===== src/rtl/rv32i_lsu_if.sv =====
// rtl/rv32i_lsu_if.sv - execute-stage request/response and data-memory bundle for rv32i_lsu
interface rv32i_lsu_if;
  logic        req_valid;
  logic        req_ready;
  logic        req_write;
  logic [2:0]  req_funct3;
  logic [31:0] req_address;
  logic [31:0] req_wdata;
  logic        resp_valid;
  logic [31:0] resp_rdata;
  logic        resp_error;
  logic        memory_write;
  logic        memory_read;
  logic [31:0] memory_address;
  logic [3:0]  memory_byteenable;
  logic [31:0] memory_write_data;
  logic [31:0] memory_read_data;

  modport slave (
    input  req_valid, req_write, req_funct3, req_address, req_wdata, memory_read_data,
    output req_ready, resp_valid, resp_rdata, resp_error,
    output memory_write, memory_read, memory_address, memory_byteenable, memory_write_data
  );

  modport master (
    output req_valid, req_write, req_funct3, req_address, req_wdata, memory_read_data,
    input  req_ready, resp_valid, resp_rdata, resp_error,
    input  memory_write, memory_read, memory_address, memory_byteenable, memory_write_data
  );
endinterface


===== src/rtl/rv32i_lsu.sv =====
// rtl/rv32i_lsu.sv - single-outstanding RV32I load/store unit with lane steering and extension
module rv32i_lsu (
  input  logic       clk,
  input  logic       reset,
  rv32i_lsu_if.slave bus
);
  typedef enum logic [1:0] {IDLE, ISSUE, LOAD_WAIT, RESP} state_t;

  state_t      r_state;
  state_t      w_next_state;
  logic        r_write;
  logic [2:0]  r_funct3;
  logic [1:0]  r_lane;
  logic        r_resp_error;
  logic [31:0] r_resp_rdata;
  logic        r_mem_write;
  logic        r_mem_read;
  logic [31:0] r_mem_address;
  logic [3:0]  r_mem_byteenable;
  logic [31:0] r_mem_write_data;

  logic        w_illegal;
  logic        w_misaligned;
  logic        w_error;
  logic [3:0]  w_byteenable;
  logic [31:0] w_write_data;
  logic [7:0]  w_load_byte;
  logic [15:0] w_load_half;
  logic [31:0] w_load_data;

  always_comb begin : decode
    if (bus.req_write) w_illegal = bus.req_funct3 > 3'd2;
    else               w_illegal = (bus.req_funct3 == 3'd3) || (bus.req_funct3 >= 3'd6);
    // funct3[1:0] encodes access size for every legal load and store
    w_misaligned = ((bus.req_funct3[1:0] == 2'b01) && bus.req_address[0]) ||
                   ((bus.req_funct3[1:0] == 2'b10) && (bus.req_address[1:0] != 2'b00));
    w_error = w_illegal || w_misaligned;
    case (bus.req_funct3[1:0])
      2'b00: begin
        w_byteenable = 4'b0001 << bus.req_address[1:0];
        w_write_data = {4{bus.req_wdata[7:0]}};
      end
      2'b01: begin
        w_byteenable = 4'b0011 << bus.req_address[1:0];
        w_write_data = {2{bus.req_wdata[15:0]}};
      end
      default: begin
        w_byteenable = 4'b1111;
        w_write_data = bus.req_wdata;
      end
    endcase
  end

  always_comb begin : load_extract
    case (r_lane)
      2'd0:    w_load_byte = bus.memory_read_data[7:0];
      2'd1:    w_load_byte = bus.memory_read_data[15:8];
      2'd2:    w_load_byte = bus.memory_read_data[23:16];
      default: w_load_byte = bus.memory_read_data[31:24];
    endcase
    w_load_half = r_lane[1] ? bus.memory_read_data[31:16] : bus.memory_read_data[15:0];
    case (r_funct3)
      3'd0:    w_load_data = {{24{w_load_byte[7]}}, w_load_byte};
      3'd1:    w_load_data = {{16{w_load_half[15]}}, w_load_half};
      3'd4:    w_load_data = {24'b0, w_load_byte};
      3'd5:    w_load_data = {16'b0, w_load_half};
      default: w_load_data = bus.memory_read_data;
    endcase
  end

  always_comb begin : next_state
    w_next_state = r_state;
    case (r_state)
      IDLE:      if (bus.req_valid) w_next_state = w_error ? RESP : ISSUE;
      ISSUE:     w_next_state = r_write ? RESP : LOAD_WAIT;
      LOAD_WAIT: w_next_state = RESP;
      RESP:      w_next_state = IDLE;
      default:   w_next_state = IDLE;
    endcase
  end

  always_ff @(posedge clk) begin
    if (reset) begin
      r_state          <= IDLE;
      r_write          <= 1'b0;
      r_funct3         <= 3'd0;
      r_lane           <= 2'd0;
      r_resp_error     <= 1'b0;
      r_resp_rdata     <= '0;
      r_mem_write      <= 1'b0;
      r_mem_read       <= 1'b0;
      r_mem_address    <= '0;
      r_mem_byteenable <= 4'b0000;
      r_mem_write_data <= '0;
    end else begin
      r_state <= w_next_state;
      case (r_state)
        IDLE: if (bus.req_valid) begin
          r_write          <= bus.req_write;
          r_funct3         <= bus.req_funct3;
          r_lane           <= bus.req_address[1:0];
          r_resp_rdata     <= '0;
          r_resp_error     <= w_error;
          r_mem_write      <= !w_error && bus.req_write;
          r_mem_read       <= !w_error && !bus.req_write;
          r_mem_address    <= w_error ? '0 : {bus.req_address[31:2], 2'b00};
          r_mem_byteenable <= (!w_error && bus.req_write) ? w_byteenable : 4'b0000;
          r_mem_write_data <= (!w_error && bus.req_write) ? w_write_data : '0;
        end
        ISSUE: begin
          r_mem_write      <= 1'b0;
          r_mem_read       <= 1'b0;
          r_mem_address    <= '0;
          r_mem_byteenable <= 4'b0000;
          r_mem_write_data <= '0;
        end
        LOAD_WAIT: r_resp_rdata <= w_load_data;
        default: ;
      endcase
    end
  end

  assign bus.req_ready         = (r_state == IDLE);
  assign bus.resp_valid        = (r_state == RESP);
  assign bus.resp_rdata        = r_resp_rdata;
  assign bus.resp_error        = r_resp_error;
  assign bus.memory_write      = r_mem_write;
  assign bus.memory_read       = r_mem_read;
  assign bus.memory_address    = r_mem_address;
  assign bus.memory_byteenable = r_mem_byteenable;
  assign bus.memory_write_data = r_mem_write_data;
endmodule


===== src/flat_wrapper.sv =====
// flat-port wrapper written by rule: the top's interface ports become plain ports
module rv32i_lsu_flat 
  (clk, reset, bus_req_valid, bus_req_write, bus_req_funct3, bus_req_address, bus_req_wdata, bus_memory_read_data, bus_req_ready, bus_resp_valid, bus_resp_rdata, bus_resp_error, bus_memory_write, bus_memory_read, bus_memory_address, bus_memory_byteenable, bus_memory_write_data);
  rv32i_lsu_if bus_i ();
  input  logic clk;
  input  logic reset;
  input wire logic [$bits(bus_i.req_valid)-1:0] bus_req_valid;
  input wire logic [$bits(bus_i.req_write)-1:0] bus_req_write;
  input wire logic [$bits(bus_i.req_funct3)-1:0] bus_req_funct3;
  input wire logic [$bits(bus_i.req_address)-1:0] bus_req_address;
  input wire logic [$bits(bus_i.req_wdata)-1:0] bus_req_wdata;
  input wire logic [$bits(bus_i.memory_read_data)-1:0] bus_memory_read_data;
  output wire logic [$bits(bus_i.req_ready)-1:0] bus_req_ready;
  output wire logic [$bits(bus_i.resp_valid)-1:0] bus_resp_valid;
  output wire logic [$bits(bus_i.resp_rdata)-1:0] bus_resp_rdata;
  output wire logic [$bits(bus_i.resp_error)-1:0] bus_resp_error;
  output wire logic [$bits(bus_i.memory_write)-1:0] bus_memory_write;
  output wire logic [$bits(bus_i.memory_read)-1:0] bus_memory_read;
  output wire logic [$bits(bus_i.memory_address)-1:0] bus_memory_address;
  output wire logic [$bits(bus_i.memory_byteenable)-1:0] bus_memory_byteenable;
  output wire logic [$bits(bus_i.memory_write_data)-1:0] bus_memory_write_data;
  assign bus_i.req_valid = bus_req_valid;
  assign bus_i.req_write = bus_req_write;
  assign bus_i.req_funct3 = bus_req_funct3;
  assign bus_i.req_address = bus_req_address;
  assign bus_i.req_wdata = bus_req_wdata;
  assign bus_i.memory_read_data = bus_memory_read_data;
  assign bus_req_ready = bus_i.req_ready;
  assign bus_resp_valid = bus_i.resp_valid;
  assign bus_resp_rdata = bus_i.resp_rdata;
  assign bus_resp_error = bus_i.resp_error;
  assign bus_memory_write = bus_i.memory_write;
  assign bus_memory_read = bus_i.memory_read;
  assign bus_memory_address = bus_i.memory_address;
  assign bus_memory_byteenable = bus_i.memory_byteenable;
  assign bus_memory_write_data = bus_i.memory_write_data;
  rv32i_lsu u_core (.clk(clk), .reset(reset), .bus(bus_i));
endmodule

===== config.mk =====
export PLATFORM = sky130hd
export DESIGN_NAME = rv32i_lsu_flat
export DESIGN_NICKNAME = d
export VERILOG_FILES = /design/src/rtl/rv32i_lsu_if.sv /design/src/rtl/rv32i_lsu.sv /design/src/flat_wrapper.sv
export SDC_FILE = /design/constraint.sdc
export NUM_CORES = 1
export LEC_CHECK = 0
export CORE_UTILIZATION = 44
export DETAILED_ROUTE_END_ITERATION = 8
export PLACE_DENSITY = 0.95
export SYNTH_ARGS = -nofsm -noshare
export SYNTH_HDL_FRONTEND = slang
export SYNTH_SLANG_ARGS = --single-unit

===== constraint.sdc =====
create_clock -name clk -period 4.36 [get_ports clk]
set_input_delay 0.872 -clock clk [delete_from_list [all_inputs] [get_ports clk]]
set_output_delay 0.872 -clock clk [all_outputs]
set_load 0.02 [all_outputs]

# After elaboration in Yosys (flattened, before gate mapping)
# Index checks and enable logic that the tools add are counted.
dict set report totals {
  regBits 111
  out_inout_bits 105
}
dict set report op_classes {
  magnitude_cmp 2
  eq_ne 12
  n_shift 2
  muxes 25
  reduce_logical 19
}
# cell count
set ops {}
lappend ops {{32-bit one-hot mux with 2 select lines} 4}
lappend ops {{32-bit two-way mux} 5}
lappend ops {{32-bit one-hot mux with 4 select lines} 1}
lappend ops {{8-bit one-hot mux with 3 select lines} 1}
lappend ops {{16-bit two-way mux} 1}
lappend ops {{4-bit one-hot mux with 2 select lines} 2}
lappend ops {{2-bit == test, second input constant} 4}
lappend ops {{4-bit two-way mux} 2}
lappend ops {{2-bit one-hot mux with 4 select lines} 1}
lappend ops {{2-bit by 1-bit == test with 1-bit output, second input constant} 3}
lappend ops {{3-bit == test, second input constant} 2}
lappend ops {{2-bit zero test} 3}
lappend ops {{2-bit AND reduction} 3}
lappend ops {{2-bit nonzero test} 3}
lappend ops {{1-bit logical AND} 4}
lappend ops {{1-bit two-way mux} 4}
lappend ops {{2-bit two-way mux} 2}
lappend ops {{1-bit one-hot mux with 2 select lines} 2}
lappend ops {{1-bit by 2-bit left shift with 4-bit output, first input constant} 1}
lappend ops {{2-bit by 2-bit left shift with 4-bit output, first input constant} 1}
lappend ops {{3-bit by 1-bit == test with 1-bit output, second input constant} 1}
lappend ops {{3-bit by 2-bit == test with 1-bit output, second input constant} 1}
lappend ops {{3-bit greater-or-equal comparator, second input constant} 1}
lappend ops {{3-bit by 2-bit greater-than comparator with 1-bit output, second input constant} 1}
lappend ops {{4 further kinds} 7}

# Logic depth before layout (Yosys ltp)
# Gate-level depths: netlist of run 1.
dict set report depth {
  depth_word 9
  depth_mapped 10
  depth_no_buf 6
}

# Worst setup path before layout of run 1
# OpenSTA, ideal clock, no wires.
dict set report synth_timing {
  path_type {in2reg}
  startpoint {input bus_memory_read_data[23]}
  endpoint {register u_core.r_resp_rdata[16], in the netlist u_core.bus.resp_rdata[16]}
  setup_ns 0.122
  arrival_time_ns 2.055
  slack_ns 2.184
  cell_stages 6
  n_path_buf 2
  path_cell_list {mux2_2 -> mux2_2 -> and3_4 -> buf_6 -> buf_6 -> a221o_1}
}
dict set report synth_via {
  elab_chain_cells 3
}
# element line_no
set synth_lines {}
lappend synth_lines {{start, declared} flat_wrapper.sv:12} ;# input wire logic [$bits(bus_i.memory_read_data)-1:0] bus_memory_read_data;
lappend synth_lines {{8-bit one-hot mux with 3 select lines} rv32i_lsu.sv:55} ;# case (r_lane)
lappend synth_lines {{32-bit one-hot mux with 4 select lines} rv32i_lsu.sv:62} ;# case (r_funct3)
lappend synth_lines {{32-bit one-hot mux with 2 select lines} rv32i_lsu.sv:97} ;# case (r_state)
lappend synth_lines {{end signal, assigned} rv32i_lsu.sv:117} ;# LOAD_WAIT: r_resp_rdata <= w_load_data;
lappend synth_lines {{end, declared} rv32i_lsu.sv:15} ;# logic [31:0] r_resp_rdata;
# Every way passes these cells.
# A chain may end at the register's enable or synchronous reset.

==> flow_summary.yaml, run 1 <==
status:
  run_status: "completed"
critical_path:
  crit-reg2reg-launch: "u_core.r_state[0]$_SDFFE_PP0P_"
  path_max_fanout: 32
  crit_slowest_cell: "clkdlybuf4s50_1"
  critPathTopFamily: "buffers and inverters"
  critical_path.cell_chain: "clkdlybuf4s50_1, nand4bb_1, o21ba_2, buf_4, nand2_1, o21ai_0"
  crit_buf_inv: 2
  r2r-end: "u_core.bus.memory_write_data[21]$_SDFFE_PP0P_"
  rrSetupSlack_ns: 1.71
  startpoint: "reset"
  crit_type: "in2reg"
  endpoint: "u_core.bus.memory_write_data[21]$_SDFFE_PP0P_"
  path_depth: 6
  critPathRequiredTime_ns: 4.62
  endpoint_kind: "register"
  cp.arrival_ns: 3.45
  max_stage_delay_ns: 0.67
  crit_path_start_kind: "input pin"
  reg2reg_depth: 7
clocking:
  cts_buffers: 9
  cts_sinks: 109
  insertion_delay_ns: 0.35
  clock_path_buffers: 2
  clkSlewWorstSetupHoldPaths_ns: 0.10
  h-tree-depth: 3
  root_buffer: "clkbuf_8"
  cts_tree: "built"
  ctsResizeCount: 0
  postCtsHoldBufs: 0
  cts_setup_buffers: 0
die:
  die_h_um: 102
  die_w_um: 102
  dieArea_mm2: 0.0104
  rows: 36
  core_mm2: 0.00973
  initial_core_util_pct: 45.1
  io_pins: 208
layout:
  fillers: 721
  multi_input_area_mm2: 0.00202
  final_cell_area_mm2: 0.00669
  antennaDiodeCount: 0
  syn_to_final_growth_pct: 52.6
  layout_commonest_cell: "clkdlybuf4s50_1"
  regArea_mm2: 0.00218
  nets: 742
  final_cell_mix: "205 x clkdlybuf4s50_1, 109 x dfxtp_1, 54 x nand2_1"
  drive_gt1_share_pct: 5.02
timing:
  setup_violations: 0
  skew_ns: 0.00895
  setup_tns_ns: 0
  relSlewSlack_pct: 33.1
  worst_pin_slew_ns: 1.00
  finalCritPeriodShare_pct: 73.3
  fmax_ghz: 0.313
  slew_viol_final: 0
  hold_viol: 0
  period_minus_slack_ns: 3.20
  rsz0062_at_grt: "false"
synth:
  ys_seq_area_share_pct: 49.8
  muxShareOfSynthArea_pct: 7.48
  netlist_instances: 448
  synth_cell_types: 37
  yosys.area_share.xor_xnor_pct: 0
  syn_area_per_cell_um2: 9.79
  synth-simple-area-share_pct: 12.2
  synth_top_family_by_area: "compound AO/OA/AOI/OAI gates"
  yosys_warnings: 0
  synth-compound-area-share_pct: 24.8
  synth-seq-cells: 109
  synth_fa_ha_area_share_pct: 1.14
  netlist_area_mm2: 0.00439
pwr:
  p_int_uw: 1850
  pwr-share-clk_pct: 22.7
  swShare_pct: 32.4
  total_power_uw: 2740
  ir_worst_vdd_mv: 0.185
  combPwrFrac_pct: 33.2
  power_switching_uw: 887
  seqPwrFrac_pct: 44.0
  leakage_uw: 0.00250
  p_per_area_mw_per_mm2: 409
global_routing:
  grt_pass1_vias: 4293
  grt-ovfl-total: 0
  antenna_found_initial: 0
  grt_util_all_layers_pct: 26.5
  grt_pass1_wl_um: 21100
  grt_start_max_net_pins: 69
route:
  routed_wirelength_um: 13700
  drc: 0
  drtPass1Iterations: 5
  vias_per_cell: 5.54
  first_iter_violations: 184
  wire_per_inst_um: 17.7
  num_vias: 4271
  antenna_left: 0
run:
  maxCapViolCount: 0
place:
  dpl-instance-area_mm2: 0.00649
  port-buffer-count: 205
  place_congestion: 0.868
  dp_hpwl_um: 10100
hold_path:
  hp-class: "reg2reg"
==> cell type report <==
type / instances / share of cell area, %
Clock inverter: 1 / 0.449
Inverter: 7 / 0.393
Timing Repair Buffer: 211 / 31.3
Clock buffer: 13 / 2.52
Multi-Input combinational cell: 297 / 30.2
Tap cell: 133 / 2.49
Sequential cell: 109 / 32.6
==> worst min path at each step <==
stage,cells after the start,start,end,slack [ns]
5_1_grt,2,u_core.r_write$_SDFFE_PP0P_,u_core.r_write$_SDFFE_PP0P_,0.49
3_3_place_gp,2,u_core.bus.memory_write_data[10]$_SDFFE_PP0P_,u_core.bus.memory_write_data[10]$_SDFFE_PP0P_,0.43
3_5_place_dp,2,u_core.bus.memory_write_data[10]$_SDFFE_PP0P_,u_core.bus.memory_write_data[10]$_SDFFE_PP0P_,0.44
4_1_cts,2,u_core.bus.memory_write_data[10]$_SDFFE_PP0P_,u_core.bus.memory_write_data[10]$_SDFFE_PP0P_,0.47
6_report,2,u_core.bus.memory_write_data[10]$_SDFFE_PP0P_,u_core.bus.memory_write_data[10]$_SDFFE_PP0P_,0.46
2_1_floorplan,2,u_core.r_write$_SDFFE_PP0P_,u_core.r_write$_SDFFE_PP0P_,0.44
==> flip-flops by register name (all words and copies together), names as in the netlist <==
| signal | flops |
|---|---|
| u_core.bus.memory_address | 30 |
| u_core.bus.memory_byteenable | 4 |
| u_core.bus.memory_read | 1 |
| u_core.bus.memory_write | 1 |
| u_core.bus.memory_write_data | 32 |
| u_core.bus.resp_error | 1 |
| u_core.bus.resp_rdata | 32 |
| u_core.r_funct3 | 3 |
| u_core.r_lane | 2 |
| u_core.r_state | 2 |
| u_core.r_write | 1 |
==> power groups by stage <==
| stage | combinational, µW | sequential (µW) | clock, µW |
|---|---|---|---|
| detailed placement | 906 | 1220 | 0 |
| floorplan | 420 | 1310 | 0 |
| global route | 979 | 1220 | 674 |
| finish | 909 | 1200 | 622 |
| CTS | 910 | 1200 | 632 |
| global placement | 879 | 1220 | 0 |
==> worst register-to-register path, delay by kind of cell, from the launching register on <==
| family | cells | cell delay (ns) |
|---|---|---|
| DFF | 1 | 0.37 |
| and+or+nand+nor | 2 | 0.75 |
| AOI/OAI and AO/OA | 2 | 0.69 |
| buffers and inverters | 2 | 0.40 |
| adders and majority gates | 1 | 0.35 |
==> metrics by stage <==
step	hold slack (ns)	setup WS [ns]	util, %	instances
2_1_floorplan	0.437	2.18	-	449
3_3_place_gp	0.435	0.996	66.7	757
3_5_place_dp	0.443	0.832	66.7	757
4_1_cts	0.465	1.16	68.8	771
5_1_grt	0.489	0.948	68.8	771
6_report	0.464	1.16	68.8	771
==> synth_stat cells <==
cell type  number  area (µm²)
dfxtp_1       109        2180
nand2_1        54         203
a22o_1         44         385
o21ai_0        33         165
mux2i_1        26         260
a21oi_1        22         110
nor2_1         20        75.1
clkbuf_1       19        71.3
a221o_1        16         160
nor2b_1        15        93.8
buf_2          12        60.1
inv_1           7        26.3
nand2b_1        7        43.8
o311ai_1        7        61.3
mux2_2          6        67.6
nor3_1          6        30.0
a211oi_1        5        37.5
a32o_1          5        50.1
a221oi_1        4        35.0
ha_1            4        50.1
o221ai_1        4        35.0
o22ai_1         3        18.8
and2_1          2        12.5
buf_4           2        15.0
buf_6           2        22.5
nor3_2          2        20.0
o21ai_1         2        10.0
and3_4          1        11.3
buf_1           1        3.75
conb_1          1        3.75
nand4bb_1       1        11.3
nor3b_2         1        12.5
nor4_1          1        6.26
o21ba_2         1        10.0
o21bai_1        1        7.51
or2_2           1        6.26
or4bb_1         1        11.3
==> cell families after synthesis <==
group	count (synthesis)
other	1
adder cells (fa/ha/maj)	4
AND/OR/NAND/NOR	112
flip-flops	109
buffers and inverters	43
multiplexers	32
AO/OA/AOI/OAI	147
==> layer usage <==
layer | vias to the layer above | GRT usage [%] | routed length (µm) | part of all wire [%]
met2 | 222 | 45.9 | 6640 | 49
met4 | 0 | 14.4 | 525 | 3.8
met1 | 1999 | 28.7 | 5070 | 37
met5 | - | 0 | 0 | 0
li1 | 2009 | - | - | -
met3 | 41 | 9.03 | 1420 | 10
Power figures use the tool's default switching activity.
==> run 2, diff against run 1 <==
Settings changed: CORE_UTILIZATION 44 to 37, PLACE_DENSITY 0.95 to 0.88.
Clock period 4.36 ns to 2.9 ns, I/O delays scaled along.
==> flow_summary.yaml, run 2 (same netlist as run 1, synthesis figures left out) <==
status:
  run_status: "completed"
route:
  first_iter_violations: 269
  num_vias: 4251
  drtPass1Iterations: 5
  drc: 0
  antenna_left: 0
  vias_per_cell: 5.39
  routed_wirelength_um: 13700
  wire_per_inst_um: 17.3
critical_path:
  crit_slowest_cell: "clkdlybuf4s50_1"
  critPathRequiredTime_ns: 2.32
  crit_buf_inv: 2
  cp.arrival_ns: 1.83
  critical_path.cell_chain: "inv_1, ha_1, clkdlybuf4s50_1"
  max_stage_delay_ns: 0.67
  endpoint_kind: "output pin"
  path_max_fanout: 11
  critPathTopFamily: "buffers and inverters"
  crit_path_start_kind: "register"
  crit_type: "reg2out"
clocking:
  clkSlewWorstSetupHoldPaths_ns: 0.07
  cts_tree: "built"
  ctsResizeCount: 0
  cts_buffers: 9
  cts_setup_buffers: 0
  clock_path_buffers: 2
  h-tree-depth: 3
  root_buffer: "clkbuf_16"
  insertion_delay_ns: 0.35
  postCtsHoldBufs: 0
  cts_sinks: 109
layout:
  syn_to_final_growth_pct: 57.0
  fin_util_pct: 60.0
  antennaDiodeCount: 0
  drive_gt1_share_pct: 6.20
  nets: 747
  regArea_mm2: 0.00218
  layout_commonest_cell: "clkdlybuf4s50_1"
  final_cell_area_mm2: 0.00688
  multi_input_area_mm2: 0.00202
  final_cell_mix: "205 x clkdlybuf4s50_1, 109 x dfxtp_1, 54 x nand2_1"
  fillers: 970
global_routing:
  grt_util_all_layers_pct: 22.0
  gr-max-usage-layer: "met2"
  grt-ovfl-total: 0
  grt_pass1_wl_um: 21600
  antenna_found_initial: 0
  gr-usage-met2_pct: 36.3
  grt_start_max_net_pins: 69
  grtUsageMet3_pct: 7.98
  grt_pass1_vias: 4217
  met1_usage_pct: 25.0
hold_path:
  hp-class: "reg2reg"
pwr:
  p_per_area_mw_per_mm2: 664
  total_power_uw: 4570
  ir_worst_vdd_mv: 0.379
  leakage_uw: 0.00259
timing:
  setup_tns_ns: 0
  worst_pin_slew_ns: 0.871
  hold_viol: 0
  period_minus_slack_ns: 2.41
  slew_viol_final: 0
  setup_violations: 0
  timing.hold.ws_ns: 0.454
  skew_ns: 0.0101
  rsz0062_at_grt: "false"
  relSlewSlack_pct: 41.7
  fmax_ghz: 0.416
  finalCritPeriodShare_pct: 83.0
place:
  dp_hpwl_um: 10200
  place_congestion: 0.871
  port-buffer-count: 205
  dpl-instance-area_mm2: 0.00655
die:
  die_h_um: 111
  rows: 39
  io_pins: 208
  die_w_um: 111
  initial_core_util_pct: 38.2
  dieArea_mm2: 0.0123
  core_mm2: 0.0115
run:
  maxCapViolCount: 0
[run 2: cell count changes in the layout (fill, tap and decap cells not counted)]
cell / previous run / this run
buf_12: 0 / 1
clkinv_4: 0 / 1
bufinv_16: 1 / 2
clkbuf_16: 0 / 9
inv_8: 0 / 1
clkinvlp_4: 0 / 1
clkbuf_1: 1 / 0
clkbuf_8: 12 / 0
inv_6: 0 / 2
buf_4: 6 / 10
[run 2: layout make-up]
| type | instances | share of cell area (%) |
|---|---|---|
| timing repair buffer | 216 | 31.2 |
| multi-input combinational | 297 | 29.3 |
| inverter | 7 | 0.382 |
| sequential | 109 | 31.7 |
| clock buffer | 9 | 3.27 |
| clock inverter | 7 | 1.53 |
| tap | 143 | 2.60 |
[run 2: tightest hold or removal path: cells and delay by family, from the launching register on]
family             cells  cell delay (ns)
AOI/OAI and AO/OA      1             0.05
DFF                    1             0.33
and+or+nand+nor        1             0.04
[run 2: report_power, final]
group          total [µW]  internal [µW]  switching (µW)
clock                1370            772             599
combinational        1400            667             735
sequential           1800           1670             128
total                4570           3110            1460
[run 2: worst paths after layout]
path | start | to | slack, ns | depth (start not counted)
max reg2reg | u_core.r_state[0]$_SDFFE_PP0P_ | u_core.bus.resp_rdata[23]$_SDFFE_PP0P_ | 0.68 | 7
min reg2reg | u_core.bus.memory_write_data[17]$_SDFFE_PP0P_ | u_core.bus.memory_write_data[17]$_SDFFE_PP0P_ | 0.45 | 2
min | u_core.bus.memory_write_data[17]$_SDFFE_PP0P_ | u_core.bus.memory_write_data[17]$_SDFFE_PP0P_ | 0.45 | 2
max | u_core.r_state[1]$_SDFFE_PP0P_ | bus_req_ready | 0.49 | 3
[run 2: per-layer routing]
metal  routed length [µm]  vias to the layer above
met2                 6300                      207
met4                  439                        0
met5                    0                        -
met1                 5610                     1986
met3                 1300                       31
li1                     -                     2027
[run 2: stage by stage]
step                std cells  worst slack, ns
floorplan                 449            0.879
global placement          772            0.549
detailed placement        772            0.459
CTS                       788            0.481
global route              788            0.411
finish                    788            0.493
==> run 3, diff against run 2 <==
Clock period 2.9 ns to 2 ns, I/O delays scaled along.
==> flow_summary.yaml, run 3 (same netlist as run 1, synthesis figures left out) <==
place:
  dp_hpwl_um: 10600
  dpl-instance-area_mm2: 0.00672
  place_congestion: 0.875
  dp_cells: 790
  port-buffer-count: 205
timing:
  fmax_ghz: 0.517
  slew_viol_final: 0
  setup_violations: 0
  worst_pin_slew_ns: 0.861
  relSlewSlack_pct: 42.4
  finalCritPeriodShare_pct: 96.8
  hold_viol: 0
  rsz0062_at_grt: "false"
  skew_ns: 0.0105
  timing.hold.ws_ns: 0.457
  period_minus_slack_ns: 1.94
layout:
  antennaDiodeCount: 0
  final_cell_mix: "204 x clkdlybuf4s50_1, 109 x dfxtp_1, 54 x nand2_1"
  syn_to_final_growth_pct: 60.1
  nets: 765
  layout_commonest_cell: "clkdlybuf4s50_1"
  final_cell_area_mm2: 0.00702
  layout.cells.non_filler: 806
  drive_gt1_share_pct: 9.20
route:
  routed_wirelength_um: 14100
  met2WireLength_um: 6700
  highest_layer: "met4"
  met3WireLength_um: 1350
  drtPass1Iterations: 7
  wire_per_inst_um: 17.5
  first_iter_violations: 276
  num_vias: 4367
  drc: 0
  vias_per_cell: 5.42
  drt-met1-wl_um: 5720
  antenna_left: 0
die:
  core_mm2: 0.0115
  die_w_um: 111
  rows: 39
  io_pins: 208
  dieArea_mm2: 0.0123
  die_h_um: 111
  initial_core_util_pct: 38.2
global_routing:
  grt_pass1_vias: 4413
  grt-ovfl-total: 0
  grt_util_all_layers_pct: 22.6
  grt_pass1_wl_um: 22500
  grt_start_max_net_pins: 69
  antenna_found_initial: 0
clocking:
  clkSlewWorstSetupHoldPaths_ns: 0.07
  cts_tree: "built"
  h-tree-depth: 3
  cts_setup_buffers: 0
  cts_buffers: 9
  cts_sinks: 109
  root_buffer: "clkbuf_16"
  insertion_delay_ns: 0.35
  postCtsHoldBufs: 0
  clock_path_buffers: 2
hold_path:
  hp-class: "reg2reg"
critical_path:
  endpoint_kind: "output pin"
  cp.arrival_ns: 1.54
  critPathRequiredTime_ns: 1.60
  crit_type: "reg2out"
  path_max_fanout: 4
  crit_path_start_kind: "register"
status:
  run_status: "completed"
pwr:
  total_power_uw: 6480
  p_per_area_mw_per_mm2: 924
  ir_worst_vdd_mv: 0.657
  leakage_uw: 0.00266
run:
  maxCapViolCount: 0
## run 3: cell count changes in the layout (fill, tap and decap cells not counted), moves of 2 or more
cell	change
clkbuf_1	+2
buf_4	+16
bufinv_16	-2
buf_12	+2
clkinvlp_4	+2
o21ai_0	-2
## run 3: metal layers
metal | up-vias | track usage, %
li1 | 2067 | -
met1 | 2046 | 26.9
met2 | 234 | 37.6
met3 | 20 | 8.31
met4 | 0 | 7.73
met5 | - | 0
## run 3: final cells by class
class / count / area [µm²]
repair buffers: 234 / 2310
multi-input cells: 297 / 2050
clock inverters: 4 / 31.3
fillers: 909 / 4450
flip-flops and latches: 109 / 2180
well taps: 143 / 179
inverters: 7 / 26.3
clock buffers: 12 / 246
## run 3: critical path: stages, from the launching register on
cell             delay [ns]
dfxtp_1                0.33
buf_4                  0.13
ha_1                   0.15
clkdlybuf4s50_1        0.59
## run 3: worst paths after layout
| path | startpoint | end | slack [ns] | cells after the start |
|---|---|---|---|---|
| setup / recovery | u_core.r_state[0]$_SDFFE_PP0P_ | bus_resp_valid | 0.06 | 3 |
| hold / removal | u_core.bus.memory_write_data[11]$_SDFFE_PP0P_ | u_core.bus.memory_write_data[11]$_SDFFE_PP0P_ | 0.46 | 2 |
| setup reg to reg | u_core.r_state[1]$_SDFFE_PP0P_ | u_core.bus.memory_write_data[25]$_SDFFE_PP0P_ | 0.11 | 8 |
| hold reg to reg | u_core.bus.memory_write_data[11]$_SDFFE_PP0P_ | u_core.bus.memory_write_data[11]$_SDFFE_PP0P_ | 0.46 | 2 |
## run 3: where the power goes
part / switching (µW) / internal, µW / total, µW / leakage (µW)
Sequential: 165 / 2420 / 2580 / 0.000883
Clock: 812 / 886 / 1700 / 0.000125
Combinational: 1140 / 1060 / 2200 / 0.00165
Total: 2120 / 4370 / 6480 / 0.00266
## run 3: stage by stage
step / TNS [ns] / utilization [%] / worst slack (ns)
6_report: 0 / 61.2 / 0.0648
5_1_grt: 0 / 61.2 / 0.00788
4_1_cts: 0 / 61.0 / 0.0450
3_5_place_dp: -9.77 / 58.6 / -0.178
3_3_place_gp: -7.70 / 58.6 / -0.125
2_1_floorplan: 0 / - / 0.0364
## run 3: repair_timing
action / in CTS / in global routing
pin swaps: 0 / 0
resized for setup: 2 / 6
endpoints found under the setup margin: 17 / 7
